[src/rtl/usb_utmi_tx_arbiter_if.sv]
// Handshake bundle between the two TX requesters, the UTMI TX port and the
// arbiter status outputs.
interface usb_utmi_tx_arbiter_if;
  logic       req0_valid;
  logic [7:0] req0_data;
  logic       req0_last;
  logic       req0_ready;
  logic       req1_valid;
  logic [7:0] req1_data;
  logic       req1_last;
  logic       req1_ready;
  logic       utmi_txready;
  logic       utmi_rxactive;
  logic [7:0] utmi_data_out;
  logic       utmi_txvalid;
  logic [1:0] grant;
  logic       busy;
  logic       err_underrun;
  logic       err_timeout;

  modport slave (
    input  req0_valid, req0_data, req0_last,
    input  req1_valid, req1_data, req1_last,
    input  utmi_txready, utmi_rxactive,
    output req0_ready, req1_ready,
    output utmi_data_out, utmi_txvalid,
    output grant, busy, err_underrun, err_timeout
  );

  modport master (
    output req0_valid, req0_data, req0_last,
    output req1_valid, req1_data, req1_last,
    output utmi_txready, utmi_rxactive,
    input  req0_ready, req1_ready,
    input  utmi_data_out, utmi_txvalid,
    input  grant, busy, err_underrun, err_timeout
  );
endinterface

[src/rtl/usb_utmi_tx_arbiter.sv]
// Packet-granular round-robin arbiter for the SoC-side UTMI TX path with
// rx deferral, inter-packet gap and underrun/txready-stall recovery.
module usb_utmi_tx_arbiter #(
  parameter int unsigned IPG_CYCLES      = 8,
  parameter int unsigned TXREADY_TIMEOUT = 1024
) (
  input logic                   ext_clk_i,
  input logic                   ext_rst_i,
  usb_utmi_tx_arbiter_if.slave  arb_if
);

  localparam logic [7:0]  GapLoad  = 8'(IPG_CYCLES - 1);
  localparam logic [15:0] ToLimit  = 16'(TXREADY_TIMEOUT - 1);

  typedef enum logic [1:0] {IDLE, SEND, DRAIN, GAP} state_e;

  state_e      state_q, state_d;
  logic [1:0]  grant_q, grant_d;
  logic        ptr_q, ptr_d;
  logic        started_q, started_d;
  logic [7:0]  gap_q, gap_d;
  logic [15:0] to_q, to_d;

  logic       selValid;
  logic       selLast;
  logic [7:0] selData;
  logic       inSend;
  logic       accept;
  logic       stall;
  logic       discard;
  logic       favValid;
  logic       othValid;

  // grant_q is one-hot; req1 is selected only when bit 1 is set
  always_comb begin
    selValid = grant_q[1] ? arb_if.req1_valid : arb_if.req0_valid;
    selLast  = grant_q[1] ? arb_if.req1_last  : arb_if.req0_last;
    selData  = grant_q[1] ? arb_if.req1_data  : arb_if.req0_data;
    favValid = ptr_q ? arb_if.req1_valid : arb_if.req0_valid;
    othValid = ptr_q ? arb_if.req0_valid : arb_if.req1_valid;
  end

  assign inSend  = (state_q == SEND);
  assign accept  = inSend && selValid && arb_if.utmi_txready;
  assign stall   = inSend && selValid && !arb_if.utmi_txready;
  assign discard = (state_q == DRAIN) && selValid;

  always_comb begin
    state_d   = state_q;
    grant_d   = grant_q;
    ptr_d     = ptr_q;
    started_d = started_q;
    gap_d     = gap_q;
    to_d      = to_q;
    unique case (state_q)
      IDLE: begin
        if (!arb_if.utmi_rxactive && (arb_if.req0_valid || arb_if.req1_valid)) begin
          state_d   = SEND;
          started_d = 1'b0;
          to_d      = '0;
          if (favValid) grant_d = ptr_q ? 2'b10 : 2'b01;
          else if (othValid) grant_d = ptr_q ? 2'b01 : 2'b10;
        end
      end
      SEND: begin
        if (accept) begin
          to_d      = '0;
          started_d = 1'b1;
          if (selLast) begin
            state_d = GAP;
            gap_d   = GapLoad;
            ptr_d   = grant_q[0];
            grant_d = 2'b00;
          end
        end else if (!selValid) begin
          if (started_q) state_d = DRAIN;
        end else if (to_q == ToLimit) begin
          state_d = DRAIN;
        end else begin
          to_d = to_q + 16'd1;
        end
      end
      DRAIN: begin
        if (discard && selLast) begin
          state_d = GAP;
          gap_d   = GapLoad;
          ptr_d   = grant_q[0];
          grant_d = 2'b00;
        end
      end
      GAP: begin
        if (gap_q == 8'd0) state_d = IDLE;
        else gap_d = gap_q - 8'd1;
      end
      default: state_d = IDLE;
    endcase
  end

  always_ff @(posedge ext_clk_i) begin
    if (ext_rst_i) begin
      state_q   <= IDLE;
      grant_q   <= 2'b00;
      ptr_q     <= 1'b0;
      started_q <= 1'b0;
      gap_q     <= '0;
      to_q      <= '0;
    end else begin
      state_q   <= state_d;
      grant_q   <= grant_d;
      ptr_q     <= ptr_d;
      started_q <= started_d;
      gap_q     <= gap_d;
      to_q      <= to_d;
    end
  end

  // Ready is shared by the SEND handshake and the DRAIN discard path
  always_comb begin
    arb_if.utmi_txvalid  = inSend && selValid;
    arb_if.utmi_data_out = inSend ? selData : 8'h00;
    arb_if.req0_ready    = (accept || discard) && grant_q[0];
    arb_if.req1_ready    = (accept || discard) && grant_q[1];
    arb_if.grant         = grant_q;
    arb_if.busy          = (state_q != IDLE);
    arb_if.err_underrun  = inSend && !selValid && started_q;
    arb_if.err_timeout   = stall && (to_q == ToLimit);
  end

endmodule

[src/flat_wrapper.sv]
// flat-port wrapper written by rule: the top's interface ports become plain ports
module usb_utmi_tx_arbiter_flat 
#(
  parameter int unsigned IPG_CYCLES      = 8,
  parameter int unsigned TXREADY_TIMEOUT = 1024
)
  (ext_clk_i, ext_rst_i, arb_if_req0_valid, arb_if_req0_data, arb_if_req0_last, arb_if_req1_valid, arb_if_req1_data, arb_if_req1_last, arb_if_utmi_txready, arb_if_utmi_rxactive, arb_if_req0_ready, arb_if_req1_ready, arb_if_utmi_data_out, arb_if_utmi_txvalid, arb_if_grant, arb_if_busy, arb_if_err_underrun, arb_if_err_timeout);
  usb_utmi_tx_arbiter_if arb_if_i ();
  input logic ext_clk_i;
  input logic ext_rst_i;
  input wire logic [$bits(arb_if_i.req0_valid)-1:0] arb_if_req0_valid;
  input wire logic [$bits(arb_if_i.req0_data)-1:0] arb_if_req0_data;
  input wire logic [$bits(arb_if_i.req0_last)-1:0] arb_if_req0_last;
  input wire logic [$bits(arb_if_i.req1_valid)-1:0] arb_if_req1_valid;
  input wire logic [$bits(arb_if_i.req1_data)-1:0] arb_if_req1_data;
  input wire logic [$bits(arb_if_i.req1_last)-1:0] arb_if_req1_last;
  input wire logic [$bits(arb_if_i.utmi_txready)-1:0] arb_if_utmi_txready;
  input wire logic [$bits(arb_if_i.utmi_rxactive)-1:0] arb_if_utmi_rxactive;
  output wire logic [$bits(arb_if_i.req0_ready)-1:0] arb_if_req0_ready;
  output wire logic [$bits(arb_if_i.req1_ready)-1:0] arb_if_req1_ready;
  output wire logic [$bits(arb_if_i.utmi_data_out)-1:0] arb_if_utmi_data_out;
  output wire logic [$bits(arb_if_i.utmi_txvalid)-1:0] arb_if_utmi_txvalid;
  output wire logic [$bits(arb_if_i.grant)-1:0] arb_if_grant;
  output wire logic [$bits(arb_if_i.busy)-1:0] arb_if_busy;
  output wire logic [$bits(arb_if_i.err_underrun)-1:0] arb_if_err_underrun;
  output wire logic [$bits(arb_if_i.err_timeout)-1:0] arb_if_err_timeout;
  assign arb_if_i.req0_valid = arb_if_req0_valid;
  assign arb_if_i.req0_data = arb_if_req0_data;
  assign arb_if_i.req0_last = arb_if_req0_last;
  assign arb_if_i.req1_valid = arb_if_req1_valid;
  assign arb_if_i.req1_data = arb_if_req1_data;
  assign arb_if_i.req1_last = arb_if_req1_last;
  assign arb_if_i.utmi_txready = arb_if_utmi_txready;
  assign arb_if_i.utmi_rxactive = arb_if_utmi_rxactive;
  assign arb_if_req0_ready = arb_if_i.req0_ready;
  assign arb_if_req1_ready = arb_if_i.req1_ready;
  assign arb_if_utmi_data_out = arb_if_i.utmi_data_out;
  assign arb_if_utmi_txvalid = arb_if_i.utmi_txvalid;
  assign arb_if_grant = arb_if_i.grant;
  assign arb_if_busy = arb_if_i.busy;
  assign arb_if_err_underrun = arb_if_i.err_underrun;
  assign arb_if_err_timeout = arb_if_i.err_timeout;
  usb_utmi_tx_arbiter #(.IPG_CYCLES(IPG_CYCLES), .TXREADY_TIMEOUT(TXREADY_TIMEOUT)) u_core (.ext_clk_i(ext_clk_i), .ext_rst_i(ext_rst_i), .arb_if(arb_if_i));
endmodule
[config.mk]
export PLATFORM = sky130hd
export DESIGN_NAME = usb_utmi_tx_arbiter_flat
export DESIGN_NICKNAME = d
export VERILOG_FILES = /design/src/rtl/usb_utmi_tx_arbiter_if.sv /design/src/rtl/usb_utmi_tx_arbiter.sv /design/src/flat_wrapper.sv
export SDC_FILE = /design/constraint.sdc
export NUM_CORES = 1
export LEC_CHECK = 0
export CORE_MARGIN = 10
export CORE_UTILIZATION = 45
export CTS_BUF_LIST = sky130_fd_sc_hd__clkbuf_8
export CTS_CLUSTER_DIAMETER = 150
export CTS_CLUSTER_SIZE = 16
export DETAILED_ROUTE_END_ITERATION = 7
export PLACE_DENSITY = 0.7
export SYNTH_ARGS = -nofsm -noshare
export SYNTH_HDL_FRONTEND = slang
export SYNTH_SLANG_ARGS = --single-unit
[constraint.sdc]
create_clock -name ext_clk_i -period 7.3 [get_ports ext_clk_i]
set_clock_uncertainty 0.05 [all_clocks]
set_input_delay 2.19 -clock ext_clk_i [delete_from_list [all_inputs] [get_ports ext_clk_i]]
set_output_delay 2.19 -clock ext_clk_i [all_outputs]
set_load 0.02 [all_outputs]
# --- After elaboration in Yosys (flattened, before gate mapping) ---
# Index checks and enable logic that the tools add are counted.
totals:
  reg_bits: 30
  latchBits: 0
  ram_bits: 0
  mem_bits_ro: 0
  input_bits: 24
  out_inout_bits: 16
  memories: 0
op_classes:
  addsub: 2
  mul: 0
  div: 0
  order_cmp: 0
  n_eq_ne: 16
  shift: 0
  n_mux: 41
  bitwise_logic: 0
  n_reduce_logical: 29
ops:
  columns: ["operator", "count"]
  rows:
  - ["16-bit two-way mux", 4]
  - ["8-bit two-way mux", 6]
  - ["2-bit two-way mux", 16]
  - ["16-bit one-hot mux with 2 select lines", 1]
  - ["8-bit one-hot mux with 3 select lines", 1]
  - ["16-bit by 1-bit adder with 16-bit output (second input constant)", 1]
  - ["16-bit by 10-bit equality test with 1-bit output (second input constant)", 1]
  - ["6-bit AND reduction", 2]
  - ["1-bit logical AND", 11]
  - ["1-bit two-way mux", 9]
  - ["8-bit logical NOT", 1]
  - ["2-bit one-hot mux with 4 select lines", 1]
  - ["4-bit AND reduction", 2]
  - ["8-bit by 1-bit subtractor with 8-bit output (second input constant)", 1]
  - ["2-bit by 1-bit != test with 1-bit output (second input constant)", 3]
  - ["2-bit != test (second input constant)", 3]
  - ["3-bit by 2-bit != test with 1-bit output (second input constant)", 2]
  - ["2-bit one-hot mux with 3 select lines", 1]
  - ["2-bit nonzero test", 3]
  - ["3-bit nonzero test", 2]
  - ["5-bit AND reduction", 1]
  - ["2-bit equality test (second input constant)", 2]
  - ["4-bit by 2-bit != test with 1-bit output (second input constant)", 1]
  - ["4-bit != test (second input constant)", 1]
  - ["8 further kinds", 12]

# --- Depth between registers and ports, before layout ---
logic_depth:
  ltp_word: 5
  ltp_mapped: 8
  mapped_depth_nobuf: 7

# --- Worst setup path before layout ---
# Ideal clock, no wire load.
synth_timing:
  path_kind: "in2out"
  start: "in arb_if_req1_valid"
  end: "out arb_if_req1_ready"
  arrival_time_ps: 2962
  required_time_ps: 5060
  slack_ps: 2098
  cell_stages: 3
  n_path_buf: 0
  cell_sequence: "mux2_2 > nand3_1 > a21boi_0"
synth_via:
  elab_chain_cells: 5
  elab_cells_between_ends: 6
synth_rtl:
  columns: ["element", "line_no", "rtl"]
  rows:
  - ["from (decl)", "flat_wrapper.sv:14", "input wire logic [$bits(arb_if_i.req1_valid)-1:0] arb_if_req1_valid;"]
  - ["1-bit two-way mux *", "usb_utmi_tx_arbiter.sv:36", "selValid = grant_q[1] ? arb_if.req1_valid : arb_if.req0_valid;"]
  - ["1-bit logical AND (2 in a row)", "usb_utmi_tx_arbiter.sv:44", "assign accept = inSend && selValid && arb_if.utmi_txready;"]
  - ["1-bit logical OR *", "usb_utmi_tx_arbiter.sv:122", "arb_if.req1_ready = (accept || discard) && grant_q[1];"]
  - ["1-bit logical AND *", "usb_utmi_tx_arbiter.sv:122", null]
  - ["to (decl)", "flat_wrapper.sv:20", "output wire logic [$bits(arb_if_i.req1_ready)-1:0] arb_if_req1_ready;"]
# Every way passes the cells marked *; elsewhere a longest branch is shown, timed or not.

# --- Worst setup path after layout ---
layout_timing:
  start: "in arb_if_req1_valid"
  end: "out arb_if_err_underrun"
layout_via:
  elab_chain_cells: 4
layout_rtl:
  columns: ["element", "line_no", "rtl"]
  rows:
  - ["1-bit two-way mux", "usb_utmi_tx_arbiter.sv:36", null]
  - ["1-bit logical NOT", null, null]
  - ["1-bit logical AND (2 in a row)", "usb_utmi_tx_arbiter.sv:125", "arb_if.err_underrun = inSend && !selValid && started_q;"]
  - ["to (decl)", "flat_wrapper.sv:25", "output wire logic [$bits(arb_if_i.err_underrun)-1:0] arb_if_err_underrun;"]
# No other way between the ends.

==> summary.txt <==
Yosys
  • Ys async rst share: 0%
  • Top cells by area in the synthesized netlist: dfxtp_1 (28%), mux2i_1 (5.6%), a21oi_1 (5.3%)
  • Largest area contributor in the netlist: dfxtp_1
  • Synth warn: 0
  • Synth Flop Type: dfxtp_1
  • Mean Syn Cell Area: 7.85 sq um
  • Register area share after synthesis: 27.9%
  • Library cells used by synthesis: around 50
  • Cell Area, Synth: approximately 2200 sq um
  • Post-synthesis cell count: approximately 270
  • Top cell type's share of synthesized area: 27.9%
  • EDFF count, synth: 0
  • Syn nets: 306
  • Synth Register Bits: 30

Finish
  • # diodes: 0
  • # fillers: 465
  • Finished Layout Cells: between 300 and 400
  • Fin nets: 338
  • Share of layout cells above drive strength 1: 5.21%
  • Storage element area: 601 sq um
  • Fin util: 56.2%
  • Area growth syn-to-layout: 22.5%
  • Area of the multi-input gates: 1430 sq um

STA
  • Hold Fails Final Rpt: 0
  • Final Setup Violations: 0
  • Final WS setup: roughly 960 ps
  • Worst-Margin Slew: about 900 ps
  • Final Max Tran Viols: 0
  • Fin crit period: around 6300 ps
  • Fmax: 158 MHz
  • Final period util: 86.9%
  • Relative slew slack: between 30% and 40%
  • TNS Setup: 0 ps
  • Unrepaired setup endpoints after global routing: false

Global routing
  • Global routing usage on met2: roughly a quarter
  • Initial antenna violation count: 0
  • First-pass GRT wire length: between 9000 and 10000 um
  • Pin count of the biggest net entering global routing: 36
  • Met1 Usage GRT: ~18%
  • Vias in the first global route: between 1500 and 2000
  • Met3 Usage GRT: under 10%
  • GR Util All Layers: 14.4%
  • Most Crowded Layer GR: met2
  • Grt ovf: 0

Routing
  • Initial drt markers: 168
  • Vias: roughly 2100
  • Residual DRC: 0
  • Post-route ant nets: 0
  • WL/cell: about 15 um
  • Post-Route WL: 5490 um
  • DR vias/cell: 5.87
  • TritonRoute pass-1 iters: 4

Floorplanning
  • I/O Pins: 40
  • Die width: between 80 and 90 um
  • Die Span Y: 89.2 um
  • Core area: 4690 sq um
  • Die area: 7950 sq um
  • # rows: 25
  • Initial core utilization: ~46%

Outcome
  • Status: finished clean

Power and ir drop
  • P_leak: approximately 0.9 nW
  • Power Dens Cells: around 300 nW/um^2
  • Max IR drop VDD: about 160 uV

Placement
  • PortBufs: 39
  • Dpl ws: 947 ps
  • RePlAce Congestion: about 0.80
  • Hpwl dp: between 4000 and 5000 um
  • Placed cells: 353

CTS
  • CTS tree: done
  • Skew-Pair Late Insertion Delay: about 290 ps
  • Cts bufs inserted: 5
  • Cts repair resizes: 0
  • Root Driver: clkbuf_8
  • CTS Hold Bufs: 0
  • Clock transition at the registers of the reported paths: 70 ps
  • Clk sinks: 30
  • # Post-CTS Setup Buffers: 0
  • Clk buf depth: 2
  • H-tree lvl count: 2

Min path
  • HP Class: reg -> reg

Setup path
  • Largest stage delay, worst path: 610 ps
  • Critical-path cell list: clkdlybuf4s50_1, mux2i_1, and3_1, clkdlybuf4s50_1
  • WP data required: 5060 ps
  • CP max FO: 7
  • Crit path capture type: primary output
  • WP data arrival: roughly 4100 ps
  • Critical path startpoint category: primary input
  • Slowest CP cell: clkdlybuf4s50_1
  • Crit-path most repeated cell: clkdlybuf4s50_1
  • Critical path type: in -> out

Job
  • Max_cap viols: 0
per-stage QoR:
stage	total power [W]	hold slack, ps	instance area [sq um]
after floorplan	0.000521	400	2150
after global routing	0.000845	445	2640
after global placement	0.000638	417	2540
after CTS	0.000785	436	2640
final	0.000778	432	2640
after detailed placement	0.000641	425	2540
final timing paths:
kind / depth (start not counted) / startpoint / slack, ps / end
min reg2reg: 2 / u_core.ptr_q$_SDFFE_PP0P_ / 430 / u_core.ptr_q$_SDFFE_PP0P_
max reg2reg: 5 / u_core.arb_if.grant[1]$_SDFFE_PP0P_ / 4310 / u_core.to_q[15]$_SDFFE_PP0P_
max: 4 / arb_if_req1_valid / 960 / arb_if_err_underrun
min: 2 / u_core.ptr_q$_SDFFE_PP0P_ / 430 / u_core.ptr_q$_SDFFE_PP0P_
cell families (layout without fill, tap and decap cells):
logic type	after synthesis	in the layout	synth area share (%)
and+or+nand+nor	116	116	29.8
DFF	30	30	27.9
muxes	14	14	6.63
AOI/OAI and AO/OA	80	80	25.5
adders and majority gates	8	8	4.65
buffers and inverters	26	59	5.46
layout make-up:
class,instances,share of cell area [%]
Clock buffer,6,3.13
Inverter,11,1.57
Tap cell,54,2.56
Clock inverter,2,0.475
Multi-Input combinational cell,218,54.4
Timing Repair Buffer,40,15.1
Sequential cell,30,22.8
critical path, delay by kind of cell:
family | cells | cell delay [ps]
simple gates | 1 | 240
buf+inv | 2 | 1110
mux | 1 | 560
cells in the mapped netlist, types with 3 or more instances:
library cell	instances
nand3_1	10
nand3b_1	6
clkbuf_1	10
nor2_1	12
nand2_1	25
or4_1	7
o21a_1	4
and3_1	8
o21ai_0	18
dfxtp_1	30
nor2b_1	14
nor3_1	5
mux2i_1	12
a21oi_1	23
inv_1	11
nor4_1	4
nand2b_1	3
and2_1	3
ha_1	8
a211oi_1	3
or3_1	7
a31oi_1	7
nand4_1	8
cells in the final DEF, fill, tap and decap left out, types with 10 or more instances in the layout:
cell and n:
inv_1 11, clkdlybuf4s50_1 39, nand3_1 10, nor2b_1 14
nor2_1 12, a21oi_1 23, dfxtp_1 30, mux2i_1 12
nand2_1 25, o21ai_0 18
routing by layer:
metal	vias to the layer above	wire [um]
met2	52	2560
met3	7	363
met1	983	2500
met4	0	65
met5	-	0
li1	1078	-
power breakdown:
group / internal [W] / leakage (nW) / switching, W
Combinational: 0.000175 / 0.611 / 0.000248
Sequential: 0.000184 / 0.243 / 0.0000313
Clock: 0.0000756 / 0.0472 / 0.0000645
registers in the layout (all words and copies together) (netlist names):
name and cells:
u_core.to_q 16, u_core.started_q 1, u_core.ptr_q 1, u_core.state_q 2
u_core.arb_if.grant 2, u_core.gap_q 8
No activity file was read; power rests on OpenSTA's default activity.
==> edit 1: new RTL, same flow settings <==
Encoding of `state_e`: now one-hot (4 bits for 4 states).
--- a/src/rtl/usb_utmi_tx_arbiter.sv
+++ b/src/rtl/usb_utmi_tx_arbiter.sv
@@ -12,7 +12,7 @@
   localparam logic [7:0]  GapLoad  = 8'(IPG_CYCLES - 1);
   localparam logic [15:0] ToLimit  = 16'(TXREADY_TIMEOUT - 1);
 
-  typedef enum logic [1:0] {IDLE, SEND, DRAIN, GAP} state_e;
+  typedef enum logic [3:0] {IDLE = 4'b0001, SEND = 4'b0010, DRAIN = 4'b0100, GAP = 4'b1000} state_e;
 
   state_e      state_q, state_d;
   logic [1:0]  grant_q, grant_d;
Formal check against the unedited RTL: no difference found for any inputs over 10 cycles, from zero or initial values and one cycle with ext_rst_i high; not proved beyond that.
==> edit 1 against the original RTL <==
Setup slack worse by 0.23 ns; design area decreased by 5.6%; global-route usage fell by 0.23 points; sequential cell count increased by 2; worst hold slack is essentially flat; largest cell class unchanged; critical path type unchanged; routed wire length down 6.3%; area after synthesis shrank 7.2%.
Power is not compared: it rests on default switching activity, and its combinational part moved more than twofold at a synthesized area within 25%.
==> edit 1: results (changes against the original RTL) <==
[setup_path]
crit_path_max_incr_delay_ns=0.62
worst_ep_arrival_time_ns=4.33  ; +0.23 ns
critPathMaxFanout=7  ; unchanged

[routing]
first_iter_violations=117  ; -30%
wl_um=5140  ; -6.3%
avgViaCountPerCell=5.70  ; -2.9%
num_vias=1870  ; -12%

[synthesis]
synthXorXnorAreaFrac=0.0307  ; +0.0307
seq_area_frac_synth=0.321  ; +0.0417
syn_inst=240  ; -12%
syn-num-nets=267  ; -13%
synth_area_leaders=dfxtp_1 32%, mux2i_1 8.0%, a21oi_1 5.3%, nor2_1 3.6%, nand3_1 3.5%
synth-compound-area-share=0.183  ; -0.0723
ys_top_cells_by_count=32 x dfxtp_1, 21 x a21oi_1, 19 x nor2_1, 17 x nand2_1, 16 x mux2i_1
synthAdderAreaFrac=0.0188  ; -0.0277
synth_cell_types=53  ; +3.9%
ys_async_sr_fraction=0  ; unchanged
synthMuxAreaShare=0.0858  ; +0.0196

[global_route]
grt_pass1_vias=1711  ; -12%
grt.total_usage=0.141  ; -0.00231
grt_use_met1=0.178  ; +0.00229
use_met2=0.221  ; -0.0135
grt_max_degree=21  ; -42%
grtUsageMet3=0.0460  ; +0.00768
grt_pass1_wl_um=8490  ; -7.1%
antenna_found_initial=0  ; unchanged

[placement]
place_area_um2=2390  ; -5.9%
place_congestion=0.870  ; +9.0%
place_ws_ns=0.768  ; -0.180 ns
hpwl_um=3820  ; -6.9%
dp.cells=321  ; -9.1%

[clock_network]
cts-root-buf=clkbuf_8
clk_pin_slew_ns=0.06
cts_inserted_buffers=5  ; unchanged
ctsLongestPathBuffers=2  ; unchanged

[power_and_ir_drop]
p_clk_mw=0.148
swShare=0.262
p_clk_frac=0.371
vdd_drop_max_mv=0.103

[timing]
timing.fmax_mhz=152  ; -3.4%
worstMarginPinSlew_ns=0.765  ; -0.161 ns

[layout]
nets=303  ; -10%
fillCellCount=413  ; -11%
multi_input_area_um2=1250  ; -12%
top_regs=u_core.to_q x16, u_core.gap_q x8, u_core.state_q x4
drive_gt1_frac=0.0725  ; +0.0203

[run_status]
status=completed

[worst_hold_path]
hold_class=flip-flop to flip-flop

-- edit 1: area by class of cell --
type	instances	share of cell area
Inverter	9	0.0136
Sequential cell	32	0.257
Tap cell	52	0.0261
Timing Repair Buffer	40	0.160
Clock buffer	7	0.0387
Multi-Input combinational cell	188	0.504
-- edit 1: final timing paths --
path,slack (ns),startpoint,cells after the start,to
worst max-delay path,0.73,arb_if_req1_valid,6,arb_if_req1_ready
worst min-delay path,0.43,u_core.to_q[9]$_SDFFE_PP0P_,2,u_core.to_q[9]$_SDFFE_PP0P_
worst max register to register,4.75,u_core.arb_if.grant[1]$_SDFFE_PP0P_,6,u_core.ptr_q$_SDFFE_PP0P_
worst min register to register,0.43,u_core.to_q[9]$_SDFFE_PP0P_,2,u_core.to_q[9]$_SDFFE_PP0P_
-- edit 1: metal layers --
layer | part of all wire | vias to the layer above
met1 | 0.45 | 867
met5 | 0 | -
met4 | 0.0091 | 0
li1 | - | 956
met3 | 0.047 | 4
met2 | 0.49 | 43
==> edit 2: new RTL, config.mk and constraints unchanged <==
Without the edit above. `IPG_CYCLES` is set to 8 in 2 places; all go to 7.
--- a/src/rtl/usb_utmi_tx_arbiter.sv
+++ b/src/rtl/usb_utmi_tx_arbiter.sv
@@ -1,7 +1,7 @@
 // Packet-granular round-robin arbiter for the SoC-side UTMI TX path with
 // rx deferral, inter-packet gap and underrun/txready-stall recovery.
 module usb_utmi_tx_arbiter #(
-  parameter int unsigned IPG_CYCLES      = 8,
+  parameter int unsigned IPG_CYCLES      = 7,
   parameter int unsigned TXREADY_TIMEOUT = 1024
 ) (
   input logic                   ext_clk_i,
--- a/src/flat_wrapper.sv
+++ b/src/flat_wrapper.sv
@@ -1,7 +1,7 @@
 // flat-port wrapper written by rule: the top's interface ports become plain ports
 module usb_utmi_tx_arbiter_flat 
 #(
-  parameter int unsigned IPG_CYCLES      = 8,
+  parameter int unsigned IPG_CYCLES      = 7,
   parameter int unsigned TXREADY_TIMEOUT = 1024
 )
   (ext_clk_i, ext_rst_i, arb_if_req0_valid, arb_if_req0_data, arb_if_req0_last, arb_if_req1_valid, arb_if_req1_data, arb_if_req1_last, arb_if_utmi_txready, arb_if_utmi_rxactive, arb_if_req0_ready, arb_if_req1_ready, arb_if_utmi_data_out, arb_if_utmi_txvalid, arb_if_grant, arb_if_busy, arb_if_err_underrun, arb_if_err_timeout);
Formal check against the unedited RTL: not equivalent (a bounded check fails within 10 cycles, from zero or initial values and one cycle with ext_rst_i high).
==> edit 2 against the original RTL <==
Via count fell by 4.4%; first-iteration DRC count decreased by 15%; routed wire length up 0.38%; worst hold slack worse by 0.0085 ns; setup slack gained 0.0058 ns; power fell by 5.4%; design area shrank 2.6%; synthesized cell count is 5.1% lower; area after synthesis is 2.8% lower; sequential cell count is the same; critical endpoint is now arb_if_err_timeout; largest cell class unchanged.
==> edit 2: results (changes against the original RTL) <==
[global_route]
grt_use_met1=0.174  ; -0.00185
grt_max_degree=22  ; -39%
grt_pass1_vias=1921  ; -0.88%
grtUsageMet3=0.0325  ; -0.00579
grt_pass1_wl_um=9030  ; -1.3%
grt.total_usage=0.141  ; -0.00217
use_met2=0.234  ; -0.00123

[setup_path]
r2r-start=u_core.state_q[1]$_SDFFE_PP0P_
rrSetupSlack_ns=4.75  ; +0.44 ns
slowest_stage=clkdlybuf4s50_1
r2r_cells=7  ; +2
worstReg2RegEnd=u_core.to_q[3]$_SDFFE_PP0P_
crit_path_max_incr_delay_ns=0.63  ; +0.02 ns

[layout]
buffers=39  ; -2.5%
nets=326  ; -3.6%
stdcell_count=347  ; -3.9%
design.seq.count=30  ; unchanged
multi_input_area_um2=1360  ; -4.9%
multi_input_gates=203  ; -6.9%
fillCellCount=399  ; -14%
n_all_inverters=15  ; +4
fin_util=0.582  ; +0.0198
buf_share=0.152  ; +0.00112
drive_gt1_frac=0.0678  ; +0.0157
clock_area_frac=0.0356  ; -0.000495

[synthesis]
synth-compound-area-share=0.279  ; +0.0236
synthXorXnorAreaFrac=0  ; unchanged
synth_area_leaders=dfxtp_1 29%, mux2i_1 7.2%, a21oi_1 5.0%, ha_1 4.8%, o21ai_0 4.8%
seq_area_frac_synth=0.287  ; +0.00818
synth_cell_types=60  ; +18%
synthAdderAreaFrac=0.0479  ; +0.00136
syn-num-nets=292  ; -4.6%
syn_inst=260  ; -5.1%
ys_top_cells_by_count=30 x dfxtp_1, 21 x a21oi_1, 20 x o21ai_0, 18 x nand2_1, 16 x nor2_1

[worst_hold_path]
whs_path_depth=1  ; -1
hold_path_end=u_core.gap_q[7]$_SDFFE_PP0P_

[routing]
wire_per_inst_um=15.9  ; +4.4%
avgViaCountPerCell=5.84  ; -0.53%
wl_met1_um=2510  ; +0.44%
dr.pass1.iters=4  ; unchanged
first_iter_violations=143  ; -15%
top_layer=met4
wl_met2_um=2750  ; +7.6%
wl_met3_um=186  ; -49%

[timing]
holdWs_ns=0.424  ; -0.00850 ns
max_slew_margin=0.454  ; +0.0878
setup_ws_ns=0.964  ; +0.00581 ns

[run_status]
status=completed

[power_and_ir_drop]
swShare=0.423  ; -0.0186
p_per_area_nw_per_um2=287  ; -2.9%
p_leak_nw=0.878  ; -2.6%
vdd_drop_max_mv=0.236  ; +45%
p_seq_frac=0.286  ; +0.010

[placement]
place_area_um2=2480  ; -2.6%
hpwl_um=4100  ; -0.24%
dp.cells=339  ; -4.0%
place_congestion=0.800  ; +0.21%

[clock_network]
clk_latency_ns=0.29  ; about the same
ctsLongestPathBuffers=2  ; unchanged

[floorplan]
nWellTaps=52  ; -3.7%

-- edit 2: changes by cell type in the layout (fill, tap and decap cells not counted), sizes merged, moves of 3 or more --
cell,before,now
nand3,10,7
a311oi,1,4
a31oi,7,10
nand2b,3,0
inv,11,15
mux2i,12,15
a31o,0,3
nand3b,6,3
nor2b,14,9
nor2,12,16
or4,8,2
nand2,25,18
-- edit 2: worst max path at each step --
stage	depth (start not counted)	endpoint
after floorplan	3	arb_if_req0_ready
after global placement	5	arb_if_err_timeout
after detailed placement	5	arb_if_err_timeout
after CTS	5	arb_if_err_timeout
after global routing	5	arb_if_req1_ready
final	5	arb_if_err_timeout
-- edit 2: cell families after synthesis --
family / after synthesis
and+or+nand+nor: 91
AOI/OAI and AO/OA: 88
DFF: 30
buffers and inverters: 27
muxes: 16
adders and majority gates: 8
-- edit 2: worst max-delay path: cells and delay by family --
family	cells	cell delay, ns
buffers and inverters	2	1.24
multiplexers	1	0.26
AND/OR/NAND/NOR	2	0.40
